### src/rtl/bram_s8_arbiter_if.sv
// bram_s8_arbiter_if: request/grant/read-data bundle for the two client ports of bram_s8_arbiter
interface bram_s8_arbiter_if #(
    parameter int ADDR_W = 9,
    parameter int DATA_W = 8
);
    logic              a_req, a_we, a_gnt, a_vld;
    logic [ADDR_W-1:0] a_addr;
    logic [DATA_W-1:0] a_di, a_do;
    logic              b_req, b_we, b_gnt, b_vld;
    logic [ADDR_W-1:0] b_addr;
    logic [DATA_W-1:0] b_di, b_do;
    modport master (
        output a_req, a_we, a_addr, a_di, b_req, b_we, b_addr, b_di,
        input  a_gnt, a_vld, a_do, b_gnt, b_vld, b_do
    );
    modport slave (
        input  a_req, a_we, a_addr, a_di, b_req, b_we, b_addr, b_di,
        output a_gnt, a_vld, a_do, b_gnt, b_vld, b_do
    );
endinterface

### src/rtl/bram_s8_arbiter.sv
// bram_s8_arbiter: round-robin two-port arbiter in front of a 512x8 block RAM, with a zero-fill engine
module bram_s8_arbiter #(
    parameter int ADDR_W = 9,
    parameter int DATA_W = 8
) (
    input  logic              clk_int,
    input  logic              rst,
    bram_s8_arbiter_if.slave  bus,
    input  logic              clr_start,
    output logic              clr_busy,
    output logic              clr_done,
    output logic              ram_en,
    output logic              ram_we,
    output logic              ram_rst,
    output logic [ADDR_W-1:0] ram_addr,
    output logic [DATA_W-1:0] ram_di,
    input  logic [DATA_W-1:0] ram_do
);
    typedef enum logic {SERVE, CLEAR} state_t;
    state_t            state_q, state_d;
    logic              ptr_q, ptr_d;
    logic              a_vld_q, b_vld_q, done_q, done_d, serve, clearing;
    logic [ADDR_W-1:0] cnt_q, cnt_d, addr_q;
    logic [DATA_W-1:0] di_q;
    always_ff @(posedge clk_int) begin
        if (rst) begin
            state_q <= SERVE;
            ptr_q   <= 1'b0;
            cnt_q   <= '0;
            a_vld_q <= 1'b0;
            b_vld_q <= 1'b0;
            done_q  <= 1'b0;
            addr_q  <= '0;
            di_q    <= '0;
        end else begin
            state_q <= state_d;
            ptr_q   <= ptr_d;
            cnt_q   <= cnt_d;
            a_vld_q <= bus.a_gnt & ~bus.a_we;
            b_vld_q <= bus.b_gnt & ~bus.b_we;
            done_q  <= done_d;
            addr_q  <= ram_addr;
            di_q    <= ram_di;
        end
    end
    // ptr_q low means port A wins a conflict; a clear start pre-empts all requests
    always_comb begin
        clearing  = state_q == CLEAR;
        serve     = !clearing && !rst && !clr_start;
        bus.a_gnt = serve & bus.a_req & (~bus.b_req | ~ptr_q);
        bus.b_gnt = serve & bus.b_req & (~bus.a_req | ptr_q);
        ptr_d     = bus.a_gnt ? 1'b1 : bus.b_gnt ? 1'b0 : ptr_q;
        state_d   = state_q;
        cnt_d     = cnt_q;
        done_d    = 1'b0;
        if (clearing) begin
            cnt_d = cnt_q + 1'b1;
            if (&cnt_q) begin
                state_d = SERVE;
                done_d  = 1'b1;
            end
        end else if (clr_start) begin
            state_d = CLEAR;
            cnt_d   = '0;
        end
        ram_en   = !rst && (clearing || bus.a_gnt || bus.b_gnt);
        ram_we   = !rst && (clearing || (bus.a_gnt && bus.a_we) || (bus.b_gnt && bus.b_we));
        ram_addr = rst ? '0 : clearing ? cnt_q : bus.a_gnt ? bus.a_addr : bus.b_gnt ? bus.b_addr : addr_q;
        ram_di   = rst || clearing ? '0 : bus.a_gnt ? bus.a_di : bus.b_gnt ? bus.b_di : di_q;
    end
    assign bus.a_vld = a_vld_q & ~rst;
    assign bus.b_vld = b_vld_q & ~rst;
    assign bus.a_do  = ram_do;
    assign bus.b_do  = ram_do;
    assign clr_busy  = state_q == CLEAR;
    assign clr_done  = done_q;
    assign ram_rst   = rst;
endmodule

### src/flat_wrapper.sv
// flat-port wrapper written by rule: the top's interface ports become plain ports
module bram_s8_arbiter_flat 
#(
    parameter int ADDR_W = 9,
    parameter int DATA_W = 8
)
  (clk_int, rst, clr_start, clr_busy, clr_done, ram_en, ram_we, ram_rst, ram_addr, ram_di, ram_do, bus_a_req, bus_a_we, bus_a_addr, bus_a_di, bus_b_req, bus_b_we, bus_b_addr, bus_b_di, bus_a_gnt, bus_a_vld, bus_a_do, bus_b_gnt, bus_b_vld, bus_b_do);
  bram_s8_arbiter_if #(.ADDR_W(ADDR_W), .DATA_W(DATA_W)) bus_i ();
  input  logic clk_int;
  input  logic rst;
  input  logic clr_start;
  output logic clr_busy;
  output logic clr_done;
  output logic ram_en;
  output logic ram_we;
  output logic ram_rst;
  output logic [ADDR_W-1:0] ram_addr;
  output logic [DATA_W-1:0] ram_di;
  input  logic [DATA_W-1:0] ram_do;
  input wire logic [$bits(bus_i.a_req)-1:0] bus_a_req;
  input wire logic [$bits(bus_i.a_we)-1:0] bus_a_we;
  input wire logic [$bits(bus_i.a_addr)-1:0] bus_a_addr;
  input wire logic [$bits(bus_i.a_di)-1:0] bus_a_di;
  input wire logic [$bits(bus_i.b_req)-1:0] bus_b_req;
  input wire logic [$bits(bus_i.b_we)-1:0] bus_b_we;
  input wire logic [$bits(bus_i.b_addr)-1:0] bus_b_addr;
  input wire logic [$bits(bus_i.b_di)-1:0] bus_b_di;
  output wire logic [$bits(bus_i.a_gnt)-1:0] bus_a_gnt;
  output wire logic [$bits(bus_i.a_vld)-1:0] bus_a_vld;
  output wire logic [$bits(bus_i.a_do)-1:0] bus_a_do;
  output wire logic [$bits(bus_i.b_gnt)-1:0] bus_b_gnt;
  output wire logic [$bits(bus_i.b_vld)-1:0] bus_b_vld;
  output wire logic [$bits(bus_i.b_do)-1:0] bus_b_do;
  assign bus_i.a_req = bus_a_req;
  assign bus_i.a_we = bus_a_we;
  assign bus_i.a_addr = bus_a_addr;
  assign bus_i.a_di = bus_a_di;
  assign bus_i.b_req = bus_b_req;
  assign bus_i.b_we = bus_b_we;
  assign bus_i.b_addr = bus_b_addr;
  assign bus_i.b_di = bus_b_di;
  assign bus_a_gnt = bus_i.a_gnt;
  assign bus_a_vld = bus_i.a_vld;
  assign bus_a_do = bus_i.a_do;
  assign bus_b_gnt = bus_i.b_gnt;
  assign bus_b_vld = bus_i.b_vld;
  assign bus_b_do = bus_i.b_do;
  bram_s8_arbiter #(.ADDR_W(ADDR_W), .DATA_W(DATA_W)) u_core (.clk_int(clk_int), .rst(rst), .bus(bus_i), .clr_start(clr_start), .clr_busy(clr_busy), .clr_done(clr_done), .ram_en(ram_en), .ram_we(ram_we), .ram_rst(ram_rst), .ram_addr(ram_addr), .ram_di(ram_di), .ram_do(ram_do));
endmodule
### config.mk
export PLATFORM = sky130hd
export DESIGN_NAME = bram_s8_arbiter_flat
export DESIGN_NICKNAME = d
export VERILOG_FILES = /design/src/rtl/bram_s8_arbiter_if.sv /design/src/rtl/bram_s8_arbiter.sv /design/src/flat_wrapper.sv
export SDC_FILE = /design/constraint.sdc
export NUM_CORES = 1
export LEC_CHECK = 0
export ABC_AREA = 0
export BUFFER_PORTS_ARGS = -buffer_cell sky130_fd_sc_hd__buf_2
export CORE_MARGIN = 2
export CORE_UTILIZATION = 25
export DETAILED_ROUTE_END_ITERATION = 10
export SYNTH_ARGS = -nofsm -noshare
export SYNTH_HDL_FRONTEND = slang
export SYNTH_SLANG_ARGS = --single-unit
### constraint.sdc
create_clock -name clk_int -period 1.65 [get_ports clk_int]
set_input_delay 0.2475 -clock clk_int [delete_from_list [all_inputs] [get_ports clk_int]]
set_output_delay 0.2475 -clock clk_int [all_outputs]
set_load 0.05 [all_outputs]
==> flow_summary.toml, run 1 <==
[setup_path]
r2r_end = "u_core.cnt_q[5]$_SDFFE_PP0P_"
r2r_start = "u_core.clr_busy$_SDFF_PP0_"
crit_family = "buffers and inverters"
crit_chain = "nor3_4, nand3_4, clkbuf_16, mux2i_4, o221ai_4, buf_6"
critPathMaxStageDelay_ps = 350
slowest_stage = "dfxtp_4"
crit_buf_inv = 2
worstSetupStartpointType = "register"
path_max_fanout = 8
critPathCaptureType = "output port"
reg2reg_depth = 5
ff2ff_setup_slack_ps = 90
critPathKind = "reg -> out"
worst_ep_required_time_ps = 1400
cp_data_arrival_time_ps = 1810

[power_and_ir_drop]
powerDensity_nw_per_um2 = 631
peakVddDrop_mv = 0.261
leakagePower_nw = 1.17
power_mw = 1.96

[sta]
fin_skew_ps = 6.03
finalMaxSlewViolations = 0
worstMarginPinSlew_ps = 302
rsz0062_at_grt = "true"
fmax_mhz = 486
period_needed_ps = 2060
setup_tns_ps = -6780
fin_ws_ps = -406
finalCritPeriodShare_pct = 125
finalHoldViolations = 0
slew_headroom_pct = 79.3
setup_violations = 21
hold_ws_ps = 168

[route]
postRouteAntennaNets = 0
drt_first_pass_iters = 4
vias_per_cell = 4.96
drcViolationCount = 0
drt-initial-drc-count = 83
num_vias = 1807
wirelength_um = 5380
wl_per_cell_um = 14.8

[grt]
grt_pass1_wl_um = 8020
grt_pass1_vias = 1694
antenna_found_initial = 2
grt_max_degree = 36
grtUsageTotal_pct = 13.7
grt_overflow_total = 0

[worst_hold_path]
whs_endpoint = "u_core.a_vld_q$_SDFF_PP0_"
hold_class = "in -> reg"
hold_depth = 2
hp-start = "bus_a_we"

[synth]
synth_top_area_share_pct = 36.2
synth.avg_cell_area_sq_um = 8.65
syn_nets = 249
ys_seq_area_share_pct = 36.2
yosys_warnings = 0
synth_area_sq_um = 1710
synthTopCellsByArea = "dfxtp_1 36%, mux2i_1 11%, o221ai_1 9.2%"
netlist_top_cells_count = "31 x dfxtp_1, 25 x a21oi_1, 20 x buf_4"
synthCells = 198
ys_types = 28
synth-seq-cells = 31
async_reset_ff_share_pct = 0
synth_edf_count = 0
synthFlopType = "dfxtp_1"
yosys.area.top_type = "dfxtp_1"
synth_most_common_cell = "dfxtp_1"

[cts]
cts_max_level = 2
cts_sinks = 31
path_clk_slew_ps = 70
cts_tree = "done"
cts_buffers = 5
cts_hold_buf = 0
clockBufferDepth = 2
clk_latency_ps = 280
root_buffer = "clkbuf_8"

[floorplan]
die_h_um = 86.8
die-area_sq_um = 7530
core_sq_um = 6720
row_count = 30
die_w_um = 86.8
io_pins = 91
initial_core_util_pct = 25.5

[cells_and_area]
area_growth_pct = 81.2
finalNetCount = 333
stdcell_count = 364
final_cell_area_sq_um = 3100
drive_above_1_share_pct = 57.2
postLayoutCoreUtil_pct = 46.2

[place]
dpl.hpwl_um = 3680
io_buffers = 66
dp_worst_setup_slack_ps = -233
placed_cells = 345
place.gp.congestion = 0.734
placed_cell_area_sq_um = 2520

[flow_run]
drv_cap = 0

[run_status]
status = "finished, violations left"
violations = "negative setup slack"
## metal layers
metal  share of wire (%)  GRT usage [%]  vias to the layer above
met4                 1.3           3.84                        2
met2                  51           22.9                       41
met5                0.13              0                        -
li1                    -              -                      901
met3                 5.6           4.48                       10
met1                  42           17.0                      853
## final cells by class
cell class	instances	area, sq um
Clock buffer	7	86.3
Sequential cell	31	626
Timing Repair Buffer	107	895
Inverter	5	25.0
Fill cell	618	3620
Tap cell	80	100
Clock inverter	1	5.00
Antenna cell	1	2.50
Multi-Input combinational cell	132	1360
## sequential cells by signal (all words and copies together), names as in the netlist
name / count
u_core.di_q: 8
u_core.clr_done: 1
u_core.cnt_q: 9
u_core.ptr_q: 1
u_core.addr_q: 9
u_core.a_vld_q: 1
u_core.b_vld_q: 1
u_core.clr_busy: 1
## report_power, final
| part | internal [mW] | leakage (nW) | total (mW) | switching [mW] |
|---|---|---|---|---|
| Clock | 0.336 | 0.0482 | 0.620 | 0.284 |
| Combinational | 0.251 | 0.871 | 0.552 | 0.301 |
| Sequential | 0.770 | 0.252 | 0.786 | 0.0163 |
## cell families (layout without fill, tap and decap cells)
group	count (synthesis)	count (layout)	synth area share [%]
and+or+nand+nor	54	54	16.7
muxes	18	18	10.5
adders and majority gates	2	2	1.46
other	0	1	0
AOI/OAI and AO/OA	58	58	22.0
buffers and inverters	35	120	13.1
DFF	31	31	36.2
## worst max path at each step
stage / start / to / slack, ps / cells after the start
2_1_floorplan: u_core.clr_busy$_SDFF_PP0_ / ram_we / -130 / 6
3_3_place_gp: clr_start / ram_addr[7] / -230 / 7
3_5_place_dp: clr_start / ram_addr[7] / -230 / 7
4_1_cts: u_core.clr_busy$_SDFF_PP0_ / ram_addr[8] / -390 / 6
5_1_grt: u_core.clr_busy$_SDFF_PP0_ / ram_di[3] / -470 / 7
6_report: u_core.clr_busy$_SDFF_PP0_ / ram_addr[7] / -410 / 6
## cells in the final DEF (no fill, tap or decap), types with 2 or more instances in the layout
| master | Yosys | routed |
|---|---|---|
| clkbuf_8 | 0 | 6 |
| mux2i_4 | 0 | 14 |
| buf_2 | 3 | 46 |
| or2_2 | 2 | 2 |
| o221ai_1 | 18 | 9 |
| buf_4 | 20 | 32 |
| nand4_1 | 4 | 4 |
| a21oi_4 | 0 | 8 |
| nor2_1 | 10 | 8 |
| nor3b_1 | 3 | 3 |
| inv_1 | 5 | 3 |
| o211ai_1 | 3 | 3 |
| o221ai_4 | 0 | 9 |
| nand2_1 | 14 | 14 |
| or3_1 | 3 | 3 |
| clkbuf_16 | 0 | 3 |
| buf_6 | 2 | 19 |
| dfxtp_1 | 31 | 29 |
| nor2b_1 | 2 | 2 |
| nand3_1 | 11 | 11 |
| nand3_4 | 0 | 2 |
| ha_1 | 2 | 2 |
| buf_12 | 0 | 6 |
| a21oi_1 | 25 | 17 |
| mux2i_1 | 18 | 3 |
| o21ai_0 | 8 | 7 |
## what timing repair did
item / in CTS / in global routing
setup endpoints to repair: 21 / 21
pin swaps: 0 / 8
setup buffers: 2 / 5
gates resized for setup: 45 / 42
cloned: 0 / 3
(Power assumes the default switching activity.)
==> inputs of run 2 (changes only) <==
CORE_ASPECT_RATIO = 0.7   (was unset)
==> flow_summary.toml, run 2 (same netlist as run 1, synthesis figures left out) <==
[run_status]
status = "finished, violations left"
violations = "negative setup slack"

[cells_and_area]
ff_latch_area_sq_um = 626
mostFrequentLayoutCells = "46 x buf_2, 41 x buf_4, 29 x dfxtp_1"
num-fill-cells = 638
reg.largest.list = "u_core.addr_q: 9 flops, u_core.cnt_q: 9 flops, u_core.di_q: 8 flops"
postLayoutCoreUtil_pct = 47.0
finalNetCount = 341
diodes = 0
multiInputGateArea_sq_um = 1360
area_growth_pct = 83.5
final_common_cell = "buf_2"
drive_above_1_share_pct = 59.8

[setup_path]
critPathCapture = "ram_addr[7]"
cp-startpoint = "u_core.clr_busy$_SDFF_PP0_"
r2r_end = "u_core.addr_q[1]$_SDFF_PP0_"
critPathKind = "reg -> out"
ff2ff_setup_slack_ps = 40
cpMostUsedCell = "buf_6"
cp_data_arrival_time_ps = 1810
r2r_start = "u_core.clr_busy$_SDFF_PP0_"
reg2reg_depth = 8
crit_chain = "nor3_4, nand3_4, buf_6, mux2i_4, o221ai_4, buf_6"
worstSetupStartpointType = "register"
critPathMaxStageDelay_ps = 350
critPathCaptureType = "output port"
worst_ep_required_time_ps = 1400
path_max_fanout = 5
slowest_stage = "dfxtp_4"

[sta]
setup_violations = 21
finalHoldViolations = 0
period_needed_ps = 2060
fin_skew_ps = 8.68
setup_tns_ps = -7100
slew_headroom_pct = 80.1
worstMarginPinSlew_ps = 298
fmax_mhz = 486
finalCritPeriodShare_pct = 125
finalMaxSlewViolations = 0
fin_ws_ps = -409
rsz0062_at_grt = "true"

[power_and_ir_drop]
leakagePower_nw = 1.18
switchingPower_mw = 0.616
power_frac_seq_pct = 40.8
p_int_mw = 1.31
p_clk_share_pct = 30.6
powerDensity_nw_per_um2 = 613
comb_power_share_pct = 28.6
peakVddDrop_mv = 0.326
p_sw_share_pct = 32.0

[route]
wl_per_cell_um = 14.2
wirelength_um = 5460
num_vias = 1820
drt-initial-drc-count = 74
drt_first_pass_iters = 4
drcViolationCount = 0
vias_per_cell = 4.73
postRouteAntennaNets = 0

[cts]
cts_hold_buf = 0
path_clk_slew_ps = 70
cts_buffers = 5
cts_tree = "done"
clockBufferDepth = 2
cts_sinks = 31
cts_max_level = 2
clk_latency_ps = 290
root_buffer = "clkbuf_8"

[place]
dpl.hpwl_um = 3780
io_buffers = 66
place.gp.congestion = 0.765

[floorplan]
core_sq_um = 6690
initial_core_util_pct = 25.6
die_w_um = 103
io_pins = 91
die-area_sq_um = 7540
row_count = 25
die_h_um = 73.3

[grt]
grt_pass1_wl_um = 8420
antenna_found_initial = 0
grtUsageTotal_pct = 14.5
grt_pass1_vias = 1819
grt_max_degree = 36
grt_overflow_total = 0

[worst_hold_path]
hold_class = "in -> reg"
hold_depth = 2

[flow_run]
drv_cap = 0
## run 2: changes by cell type in the layout (fill, tap and decap cells not counted), sizes merged
cell    previous run  this run
buf              104       113
clkbuf            10         7
clkinv             1         3
diode              1         0
## run 2: layer usage
| layer | vias to the layer above | share of wire [%] | GRT usage, % |
|---|---|---|---|
| met3 | 7 | 5.6 | 4.66 |
| met1 | 861 | 45 | 18.9 |
| met4 | 0 | 1.4 | 5.26 |
| met2 | 42 | 48 | 22.7 |
| met5 | - | 0 | 0 |
| li1 | 910 | - | - |
## run 2: final cells by class
class,count,area share (%)
clock inverters,3,0.478
multi-input cells,132,43.3
repair buffers,115,29.7
well taps,94,3.74
inverters,5,0.717
clock buffers,5,2.19
flip-flops and latches,31,19.9
## run 2: power groups by stage
stage          Clock, mW  Combinational (mW)  Sequential (mW)
2_1_floorplan          0               0.370            0.801
3_3_place_gp           0               0.435            0.795
3_5_place_dp           0               0.439            0.796
4_1_cts            0.605               0.499            0.784
5_1_grt            0.637               0.587            0.787
6_report           0.589               0.551            0.785
## run 2: worst min path at each step
stage	slack, ps	to	startpoint
2_1_floorplan	320	u_core.a_vld_q$_SDFF_PP0_	bus_a_we
3_3_place_gp	440	u_core.a_vld_q$_SDFF_PP0_	bus_a_we
3_5_place_dp	450	u_core.a_vld_q$_SDFF_PP0_	bus_a_we
4_1_cts	130	u_core.a_vld_q$_SDFF_PP0_	bus_a_we
5_1_grt	160	u_core.a_vld_q$_SDFF_PP0_	bus_a_we
6_report	160	u_core.a_vld_q$_SDFF_PP0_	bus_a_we
## run 2: worst max-delay path, delay by kind of cell (launching register included)
kind / cells / cell delay (ps)
compound gates: 1 / 180
simple gates: 2 / 400
mux: 1 / 200
buf+inv: 2 / 380
flops: 1 / 350
## run 2: what timing repair did
action,in CTS,in global routing
endpoints found under the setup margin,21,22
pin swaps,0,2
buffers inserted,0,8
gates cloned,0,2
resized for setup,66,21
## run 2: through the flow
| step | instance area (sq um) | setup WS (ps) | hold WS [ps] | std cells | power, mW |
|---|---|---|---|---|---|
| finish | 3140 | -409 | 155 | 385 | 1.93 |
| global route | 3140 | -484 | 158 | 385 | 2.01 |
| CTS | 2930 | -408 | 131 | 375 | 1.89 |
| detailed placement | 2570 | -254 | 445 | 367 | 1.23 |
| global placement | 2570 | -236 | 438 | 367 | 1.23 |
| floorplan | 2010 | -129 | 320 | 198 | 1.17 |
==> inputs of run 3 (changes only) <==
GPL_TIMING_DRIVEN = 0   (was unset)
RECOVER_POWER = 50   (was unset)
==> flow_summary.toml, run 3 (same netlist as run 1, synthesis figures left out) <==
[setup_path]
critPathKind = "reg -> out"
worst_ep_required_time_ps = 1400
worstSetupStartpointType = "register"
path_max_fanout = 10
cp_data_arrival_time_ps = 1830
reg2reg_depth = 7
critPathCaptureType = "output port"

[sta]
slew_headroom_pct = 25.5
finalMaxSlewViolations = 0
fmax_mhz = 481
fin_ws_ps = -427
worstMarginPinSlew_ps = 1120
finalHoldViolations = 0
finalCritPeriodShare_pct = 126
fin_skew_ps = 2.78
setup_tns_ps = -7610
rsz0062_at_grt = "true"
period_needed_ps = 2080
hold_ws_ps = 152
setup_violations = 21

[floorplan]
row_count = 25
core_sq_um = 6690
io_pins = 91
initial_core_util_pct = 25.6
die-area_sq_um = 7540
die_w_um = 103
die_h_um = 73.3

[route]
wl_met3_um = 279
drt_first_pass_iters = 4
route.met2.wl_um = 2420
postRouteAntennaNets = 0
drcViolationCount = 0
wl_per_cell_um = 13.7
vias_per_cell = 4.76
drt-initial-drc-count = 141
met1_length_um = 2640
num_vias = 1856
wirelength_um = 5360
routed.top_layer = "met4"

[place]
dpl.hpwl_um = 3960
io_buffers = 81
place.gp.congestion = 0.807

[cells_and_area]
reg.largest.list = "u_core.addr_q: 9 flops, u_core.cnt_q: 9 flops, u_core.di_q: 8 flops"
finalNetCount = 347
final_common_cell = "buf_2"
area_growth_pct = 82.4
num-fill-cells = 655
diodes = 0
mostFrequentLayoutCells = "44 x buf_2, 30 x dfxtp_1, 26 x buf_4"
multiInputGateArea_sq_um = 1410
drive_above_1_share_pct = 53.4
ff_latch_area_sq_um = 624
postLayoutCoreUtil_pct = 46.7

[run_status]
violations = "negative setup slack"
status = "finished, violations left"

[power_and_ir_drop]
powerDensity_nw_per_um2 = 643
peakVddDrop_mv = 0.353
power_mw = 2.01
leakagePower_nw = 1.13

[worst_hold_path]
hold_depth = 2
hold_class = "in -> reg"

[grt]
grt_max_degree = 11
grtUsageTotal_pct = 14.8
antenna_found_initial = 0
grt_pass1_vias = 1739
grt_overflow_total = 0
grt_pass1_wl_um = 8560

[cts]
cts_tree = "done"
clk_latency_ps = 280
cts_sinks = 31
root_buffer = "clkbuf_8"
cts_hold_buf = 0
clockBufferDepth = 2
path_clk_slew_ps = 60
cts_buffers = 5
cts_max_level = 2

[flow_run]
drv_cap = 0
[run 3: cell types whose count changed in the layout (fill, tap and decap cells not counted), sizes merged]
cell	before	now
buf	113	97
clkbuf	7	29
clkinv	3	1
nand3	13	14
[run 3: critical path, cell delays in order (launching register included)]
cell     delay (ps)
dfxtp_4         370
nor3_4          220
buf_6           150
nand3_4         140
buf_4           170
buf_6           140
o21ai_2         180
a21oi_4          40
buf_6           150
[run 3: final timing paths]
check | from | end | slack, ps
setup / recovery | u_core.clr_busy$_SDFF_PP0_ | ram_di[6] | -430
hold / removal | bus_a_we | u_core.a_vld_q$_SDFF_PP0_ | 150
setup reg to reg | u_core.clr_busy$_SDFF_PP0_ | u_core.di_q[6]$_SDFF_PP0_ | 130
hold reg to reg | u_core.ptr_q$_SDFFE_PP0P_ | u_core.ptr_q$_SDFFE_PP0P_ | 510
[run 3: layout make-up]
class / count / share of cell area [%]
Buffer: 30 / 8.53
Clock buffer: 6 / 2.64
Clock inverter: 1 / 0.160
Inverter: 5 / 0.801
Multi-Input combinational cell: 133 / 45.2
Sequential cell: 31 / 20.0
Tap cell: 94 / 3.76
Timing Repair Buffer: 90 / 18.9
[run 3: power by group]
group | total, mW | internal (mW) | leakage [nW] | switching, mW
sequential | 0.788 | 0.770 | 0.252 | 0.0177
clock | 0.606 | 0.327 | 0.0470 | 0.279
combinational | 0.617 | 0.235 | 0.826 | 0.382
total | 2.01 | 1.33 | 1.13 | 0.678
[run 3: timing repair]
item                       in CTS  in global routing
setup endpoints to repair      21                 21
gates resized for setup        93                 10
buffers inserted                5                  4
pin swaps                       0                  1
gates cloned                    1                  0
[run 3: per-layer routing]
metal	global-route usage, %	vias to the layer above
li1	-	935
met1	21.6	867
met2	21.9	52
met3	3.81	2
met4	3.51	0
met5	0	-
[run 3: through the flow]
step                cells  area [sq um]  setup WS, ps
floorplan             198          2010          -129
global placement      373          2530          -381
detailed placement    373          2530          -389
CTS                   386          3090          -418
global route          390          3120          -535
finish                390          3120          -427
